<file path="src/rtl/sram_serial_burst_ctrl_if.sv">
// Bus bundle for the serial-to-SRAM bridge: host serial port, SRAM read data in,
// and the SRAM address/data/strobes plus frame status out.
interface sram_serial_burst_ctrl_if #(
  parameter int DW = 8,
  parameter int AW = 9
);
  logic          BGN;
  logic [1:0]    CTRL;
  logic          SI;
  logic          LOAD_N;
  logic [DW-1:0] PI;
  logic          RDY;
  logic          D_WE;
  logic          CEN;
  logic          SO;
  logic [AW-1:0] A;
  logic [DW-1:0] PO;

  modport master (
    output BGN, CTRL, SI, LOAD_N, PI,
    input  RDY, D_WE, CEN, SO, A, PO
  );

  modport slave (
    input  BGN, CTRL, SI, LOAD_N, PI,
    output RDY, D_WE, CEN, SO, A, PO
  );
endinterface

</file>
<file path="src/rtl/sram_serial_burst_ctrl.sv">
// Bit-serial host bridge to a 1-cycle-latency single-port SRAM: single and burst
// writes/reads with address auto-increment, LSB-first shifting and LOAD_N stalls.
module sram_serial_burst_ctrl #(
  parameter int DW = 8,
  parameter int AW = 9,
  parameter int CW = 4
) (
  input  logic                  CLK,
  input  logic                  RST,
  sram_serial_burst_ctrl_if.slave bus
);

  localparam int BCW = $clog2(AW + CW + DW + 1);
  localparam logic [BCW-1:0] ADDR_BITS  = BCW'(AW);
  localparam logic [BCW-1:0] HDR_S_LAST = BCW'(AW - 1);
  localparam logic [BCW-1:0] HDR_B_LAST = BCW'(AW + CW - 1);
  localparam logic [BCW-1:0] WORD_LAST  = BCW'(DW - 1);

  typedef enum logic [2:0] {
    IDLE, HDR, WDATA, WR, RD_REQ, RD_CAP, RD_SHIFT, DONE
  } state_t;

  state_t        state_q, state_d;
  logic [1:0]    mode_q, mode_d;
  logic [BCW-1:0] bit_cnt_q, bit_cnt_d;
  logic [AW-1:0] addr_q, addr_d;
  logic [CW-1:0] cnt_q, cnt_d;
  logic [DW-1:0] wsr_q, wsr_d;
  logic [DW-1:0] rsr_q, rsr_d;
  logic          rdy_q, rdy_d;
  logic          we_q, we_d;
  logic          cen_q, cen_d;
  logic          so_q, so_d;
  logic [AW-1:0] a_q, a_d;
  logic [DW-1:0] po_q, po_d;
  logic          hdr_last;

  assign bus.RDY  = rdy_q;
  assign bus.D_WE = we_q;
  assign bus.CEN  = cen_q;
  assign bus.SO   = so_q;
  assign bus.A    = a_q;
  assign bus.PO   = po_q;

  assign hdr_last = mode_q[1] ? (bit_cnt_q == HDR_B_LAST) : (bit_cnt_q == HDR_S_LAST);

  // Outputs are computed alongside the next state so each strobe is registered
  // and lines up with the state it belongs to.
  always_comb begin
    state_d   = state_q;
    mode_d    = mode_q;
    bit_cnt_d = bit_cnt_q;
    addr_d    = addr_q;
    cnt_d     = cnt_q;
    wsr_d     = wsr_q;
    rsr_d     = rsr_q;
    rdy_d     = rdy_q;
    we_d      = 1'b0;
    cen_d     = 1'b0;
    so_d      = so_q;
    a_d       = a_q;
    po_d      = po_q;

    case (state_q)
      IDLE: begin
        rdy_d = 1'b0;
        if (bus.BGN) begin
          mode_d    = bus.CTRL;
          bit_cnt_d = '0;
          cnt_d     = '0;
          addr_d    = '0;
          state_d   = HDR;
        end
      end
      HDR: begin
        if (!bus.LOAD_N) begin
          if (bit_cnt_q < ADDR_BITS) addr_d = {bus.SI, addr_q[AW-1:1]};
          else                       cnt_d  = {bus.SI, cnt_q[CW-1:1]};
          bit_cnt_d = bit_cnt_q + BCW'(1);
          if (hdr_last) begin
            bit_cnt_d = '0;
            if (mode_q[0]) begin
              state_d = RD_REQ;
              cen_d   = 1'b1;
              a_d     = addr_d;
            end else begin
              state_d = WDATA;
            end
          end
        end
      end
      WDATA: begin
        if (!bus.LOAD_N) begin
          wsr_d     = {bus.SI, wsr_q[DW-1:1]};
          bit_cnt_d = bit_cnt_q + BCW'(1);
          if (bit_cnt_q == WORD_LAST) begin
            bit_cnt_d = '0;
            state_d   = WR;
            cen_d     = 1'b1;
            we_d      = 1'b1;
            a_d       = addr_q;
            po_d      = wsr_d;
          end
        end
      end
      WR: begin
        addr_d = addr_q + AW'(1);
        if (cnt_q == '0) begin
          state_d = DONE;
          rdy_d   = 1'b1;
        end else begin
          cnt_d   = cnt_q - CW'(1);
          state_d = WDATA;
        end
      end
      RD_REQ: state_d = RD_CAP;
      RD_CAP: begin
        rsr_d     = bus.PI;
        so_d      = bus.PI[0];
        bit_cnt_d = '0;
        state_d   = RD_SHIFT;
      end
      RD_SHIFT: begin
        if (!bus.LOAD_N) begin
          if (bit_cnt_q == WORD_LAST) begin
            bit_cnt_d = '0;
            addr_d    = addr_q + AW'(1);
            if (cnt_q == '0) begin
              state_d = DONE;
              rdy_d   = 1'b1;
            end else begin
              cnt_d   = cnt_q - CW'(1);
              state_d = RD_REQ;
              cen_d   = 1'b1;
              a_d     = addr_d;
            end
          end else begin
            rsr_d     = rsr_q >> 1;
            so_d      = rsr_q[1];
            bit_cnt_d = bit_cnt_q + BCW'(1);
          end
        end
      end
      DONE: rdy_d = 1'b1;
      default: state_d = IDLE;
    endcase

    // Abort wins over any transition, including the one into WR, so a
    // half-shifted or just-completed word never reaches the SRAM.
    if (state_q != IDLE && !bus.BGN) begin
      state_d = IDLE;
      rdy_d   = 1'b0;
      cen_d   = 1'b0;
      we_d    = 1'b0;
      a_d     = a_q;
      po_d    = po_q;
    end
  end

  always_ff @(posedge CLK or posedge RST) begin
    if (RST) begin
      state_q   <= IDLE;
      mode_q    <= '0;
      bit_cnt_q <= '0;
      addr_q    <= '0;
      cnt_q     <= '0;
      wsr_q     <= '0;
      rsr_q     <= '0;
      rdy_q     <= 1'b0;
      we_q      <= 1'b0;
      cen_q     <= 1'b0;
      so_q      <= 1'b0;
      a_q       <= '0;
      po_q      <= '0;
    end else begin
      state_q   <= state_d;
      mode_q    <= mode_d;
      bit_cnt_q <= bit_cnt_d;
      addr_q    <= addr_d;
      cnt_q     <= cnt_d;
      wsr_q     <= wsr_d;
      rsr_q     <= rsr_d;
      rdy_q     <= rdy_d;
      we_q      <= we_d;
      cen_q     <= cen_d;
      so_q      <= so_d;
      a_q       <= a_d;
      po_q      <= po_d;
    end
  end

endmodule

</file>
<file path="src/flat_wrapper.sv">
// flat-port wrapper written by rule: the top's interface ports become plain ports
module sram_serial_burst_ctrl_flat 
#(
  parameter int DW = 8,
  parameter int AW = 9,
  parameter int CW = 4
)
  (CLK, RST, bus_BGN, bus_CTRL, bus_SI, bus_LOAD_N, bus_PI, bus_RDY, bus_D_WE, bus_CEN, bus_SO, bus_A, bus_PO);
  sram_serial_burst_ctrl_if #(.DW(DW), .AW(AW)) bus_i ();
  input  logic CLK;
  input  logic RST;
  input wire logic [$bits(bus_i.BGN)-1:0] bus_BGN;
  input wire logic [$bits(bus_i.CTRL)-1:0] bus_CTRL;
  input wire logic [$bits(bus_i.SI)-1:0] bus_SI;
  input wire logic [$bits(bus_i.LOAD_N)-1:0] bus_LOAD_N;
  input wire logic [$bits(bus_i.PI)-1:0] bus_PI;
  output wire logic [$bits(bus_i.RDY)-1:0] bus_RDY;
  output wire logic [$bits(bus_i.D_WE)-1:0] bus_D_WE;
  output wire logic [$bits(bus_i.CEN)-1:0] bus_CEN;
  output wire logic [$bits(bus_i.SO)-1:0] bus_SO;
  output wire logic [$bits(bus_i.A)-1:0] bus_A;
  output wire logic [$bits(bus_i.PO)-1:0] bus_PO;
  assign bus_i.BGN = bus_BGN;
  assign bus_i.CTRL = bus_CTRL;
  assign bus_i.SI = bus_SI;
  assign bus_i.LOAD_N = bus_LOAD_N;
  assign bus_i.PI = bus_PI;
  assign bus_RDY = bus_i.RDY;
  assign bus_D_WE = bus_i.D_WE;
  assign bus_CEN = bus_i.CEN;
  assign bus_SO = bus_i.SO;
  assign bus_A = bus_i.A;
  assign bus_PO = bus_i.PO;
  sram_serial_burst_ctrl #(.DW(DW), .AW(AW), .CW(CW)) u_core (.CLK(CLK), .RST(RST), .bus(bus_i));
endmodule
</file>
<file path="config.mk">
export PLATFORM = sky130hd
export DESIGN_NAME = sram_serial_burst_ctrl_flat
export DESIGN_NICKNAME = d
export VERILOG_FILES = /design/src/rtl/sram_serial_burst_ctrl_if.sv /design/src/rtl/sram_serial_burst_ctrl.sv /design/src/flat_wrapper.sv
export SDC_FILE = /design/constraint.sdc
export NUM_CORES = 1
export LEC_CHECK = 0
export BUFFER_PORTS_ARGS = -buffer_cell sky130_fd_sc_hd__clkbuf_2
export CORE_UTILIZATION = 59
export CTS_CLUSTER_DIAMETER = 100
export CTS_CLUSTER_SIZE = 20
export DETAILED_ROUTE_END_ITERATION = 7
export HOLD_SLACK_MARGIN = 0.1
export PLACE_DENSITY = 0.87
export SLEW_MARGIN = 20
export SYNTH_ARGS = -nofsm -noshare
export SYNTH_HDL_FRONTEND = slang
export SYNTH_SLANG_ARGS = --single-unit
</file>
<file path="constraint.sdc">
create_clock -name CLK -period 2.7 [get_ports CLK]
set_clock_uncertainty 0.15 [all_clocks]
set_input_delay 0.27 -clock CLK [delete_from_list [all_inputs] [get_ports CLK]]
set_output_delay 0.27 -clock CLK [all_outputs]
set_load 0.05 [all_outputs]
</file>
==> reports/qor.yml <==
gp_congestion: 0.845
r2r_start: "u_core.state_q[1]"
cts_buffer_depth: 2
tns_ns: 0
hold_viol: 0
core_mm2: 0.00554
hpwl_um: 5140
hold_path_startpoint: "bus_PI[4]"
rr_endpoint: "u_core.cnt_q[2]"
drc_errors: 0
yosys.cell_types.count: 68
root_buffer: "clkbuf_8"
cp-end-kind: "flop"
fin_crit_sh_pct: 88.4
crit_arrival_ns: 2.46
p_switching_mw: 0.968
totalWireLength_um: 7480
avgSynthCellArea_um2: 10.4
layout-drive-gt1-share_pct: 28.4
async_flop_share_pct: 100
post_drt_wl_per_cell_um: 16.7
cts_buffers: 9
crit_chain: "and3b_1 > a221oi_1 > buf_4 > or3_1 > a32o_1"
die_h_um: 77.9
final_antenna_net_count: 0
placed_area_mm2: 0.00367
period_needed_ns: 2.39
antenna_cells: 0
grt_pass1_vias: 2801
drtPass1Iterations: 5
die-area_mm2: 0.00606
crit_type: "reg2reg"
die-width_um: 77.9
clk_latency_ns: 0.34
cp_slowest_cell: "dfrtp_1"
antenna_found_initial: 0
max-vdd-ir-drop_uv: 440
grt_first_pass_wirelength_um: 13000
drtIter0Drc: 296
clkTransAtPathRegs_ns: 0.06
final_common_cell: "dfrtp_1"
whs_path_depth: 3
seqPwrFrac_pct: 41.0
r2r_setup_slack_ns: 0.31
placed_cells: 427
syn_inst: 325
via_per_inst: 6.15
power_density_mw_per_mm2: 690
power.internal_mw: 1.74
io_pins: 36
critPathLaunch: "u_core.state_q[1]"
synth_seq_cells: 58
finalInstanceArea_mm2: 0.00393
yosysWarnings: 0
leakage_nw: 1.85
hp-class: "in2reg"
startpoint_type: "flop"
worstMarginPinSlew_ns: 0.628
final_nets: 392
via_count: 2762
whs_endpoint: "u_core.rsr_q[4]"
io_buffers: 35
cts.sinks: 58
rsz0062_at_grt: "false"
relSlewSlack_pct: 58.1
clkPwrFrac_pct: 28.1
cp.required_ns: 2.77
fin_cells: 449
grt_overflow: 0
finalHoldWorstSlack_ns: 0.0987
combinationalPowerShare_pct: 30.9
maxSlewViolCount: 0
grt_max_degree: 31
rows: 27
ys.flop_type: "dfrtp_1"
cpPeakStageDelay_ns: 0.68
tritoncts: "built"
synth_edf_count: 0
syn-num-nets: 344
timing.max_cap.violations: 0
status: "finished, final reports clean"
syn_area_mm2: 0.00340
initial_core_util_pct: 61.3
grt_usage_pct: 27.5
syn2layout_area_growth_pct: 15.7
max_clock_freq_mhz: 419
worst-path-max-fanout: 17
ys_seq_area_share_pct: 42.7
netSwitchingFraction_pct: 35.7
cts-resized-gates: 0
rr_worst_depth: 5
layout_common_cells: "dfrtp_1, clkbuf_2, nand2_1, o21ai_0, nor2_1"
total_power_mw: 2.71
cts.htree.levels: 3
setup_viol_count_final: 0
-- cells in the mapped netlist (2+ instances only) --
cell type / n / area (um^2)
a211o_1: 2 / 17.5
a211oi_1: 4 / 30.0
a21o_1: 2 / 15.0
a21oi_1: 12 / 60.1
a22o_1: 4 / 35.0
a22oi_1: 3 / 22.5
a31oi_1: 4 / 25.0
a32o_1: 2 / 20.0
a32oi_1: 2 / 17.5
and3_1: 3 / 18.8
buf_2: 9 / 45.0
buf_4: 2 / 15.0
buf_6: 4 / 45.0
clkbuf_1: 6 / 22.5
dfrtp_1: 58 / 1450
ha_1: 4 / 50.1
inv_1: 11 / 41.3
mux2_2: 9 / 101
mux2_4: 16 / 240
mux2i_1: 13 / 130
nand2_1: 27 / 101
nand2b_1: 8 / 50.1
nand3_1: 4 / 20.0
nand3b_1: 2 / 15.0
nand4_1: 3 / 18.8
nor2_1: 18 / 67.6
nor2b_1: 4 / 25.0
nor3_1: 9 / 45.0
nor3b_2: 2 / 25.0
nor4_1: 3 / 18.8
o21a_1: 3 / 22.5
o21ai_0: 22 / 110
o21ai_1: 3 / 15.0
o221ai_1: 4 / 35.0
o22ai_1: 6 / 37.5
o2bb2ai_1: 2 / 17.5
or3_1: 3 / 18.8
xor2_1: 2 / 17.5
-- worst max-delay path, delay by kind of cell, from the launching register on --
family                 cells  cell delay (ns)
and+or+nand+nor            2             0.87
AOI/OAI and AO/OA          2             0.39
DFF                        1             0.68
buffers and inverters      1             0.18
-- routing by layer --
layer | track usage [%] | part of all wire [%]
met1 | 35.9 | 44
met2 | 43.7 | 49
met3 | 6.82 | 5.2
met5 | 0 | 0
met4 | 11.3 | 1.0
-- stage by stage --
stage          setup slack, ns  util (%)
2_1_floorplan            0.597         -
3_3_place_gp             0.429      66.2
3_5_place_dp             0.375      66.2
4_1_cts                  0.339      70.9
5_1_grt                  0.195      70.9
6_report                 0.314      70.9
-- repair_timing --
action | CTS | global route
hold buffers | 7 | 0
buffers inserted | 0 | 0
hold endpoints to repair | 35 | 0
-- sequential cells by signal, summed over array words and instances, names as in the netlist --
register / cells
u_core.mode_q: 2
u_core.bus.RDY: 1
u_core.bus.D_WE: 1
u_core.bus.PO: 8
u_core.wsr_q: 7
u_core.bus.CEN: 1
u_core.addr_q: 9
u_core.bit_cnt_q: 5
u_core.bus.A: 9
u_core.rsr_q: 8
u_core.cnt_q: 4
u_core.state_q: 3
-- worst max-delay path by stage --
stage / end / slack, ns / cells after the start
finish: u_core.cnt_q[2] / 0.31 / 5
floorplan: u_core.bus.A[0] / 0.60 / 8
detailed placement: u_core.cnt_q[2] / 0.38 / 5
global placement: u_core.cnt_q[2] / 0.43 / 5
CTS: u_core.cnt_q[2] / 0.34 / 5
global route: u_core.cnt_q[2] / 0.19 / 5
-- cell type report --
class | count | area (um^2)
clock buffer | 13 | 179
fill | 401 | 1610
sequential | 58 | 1450
inverter | 11 | 41.3
clock inverter | 2 | 10.0
multi-input combinational | 234 | 1770
tap | 72 | 90.1
timing repair buffer | 59 | 385
-- logic make-up after synthesis --
logic type / count (synthesis) / share of synthesized area (%)
AO/OA/AOI/OAI: 90 / 18.5
XOR/XNOR: 2 / 0.516
adder cells (fa/ha/maj): 4 / 1.47
buffers and inverters: 33 / 5.08
flip-flops: 58 / 42.7
multiplexers: 39 / 14.2
AND/OR/NAND/NOR: 99 / 17.5
-- power groups by stage --
stage	combinational (mW)	clock, mW	sequential [mW]
finish	0.839	0.761	1.11
global route	0.910	0.810	1.13
floorplan	0.444	0	1.30
CTS	0.840	0.767	1.11
global placement	0.803	0	1.12
detailed placement	0.824	0	1.13
(Power assumes the default switching activity.)
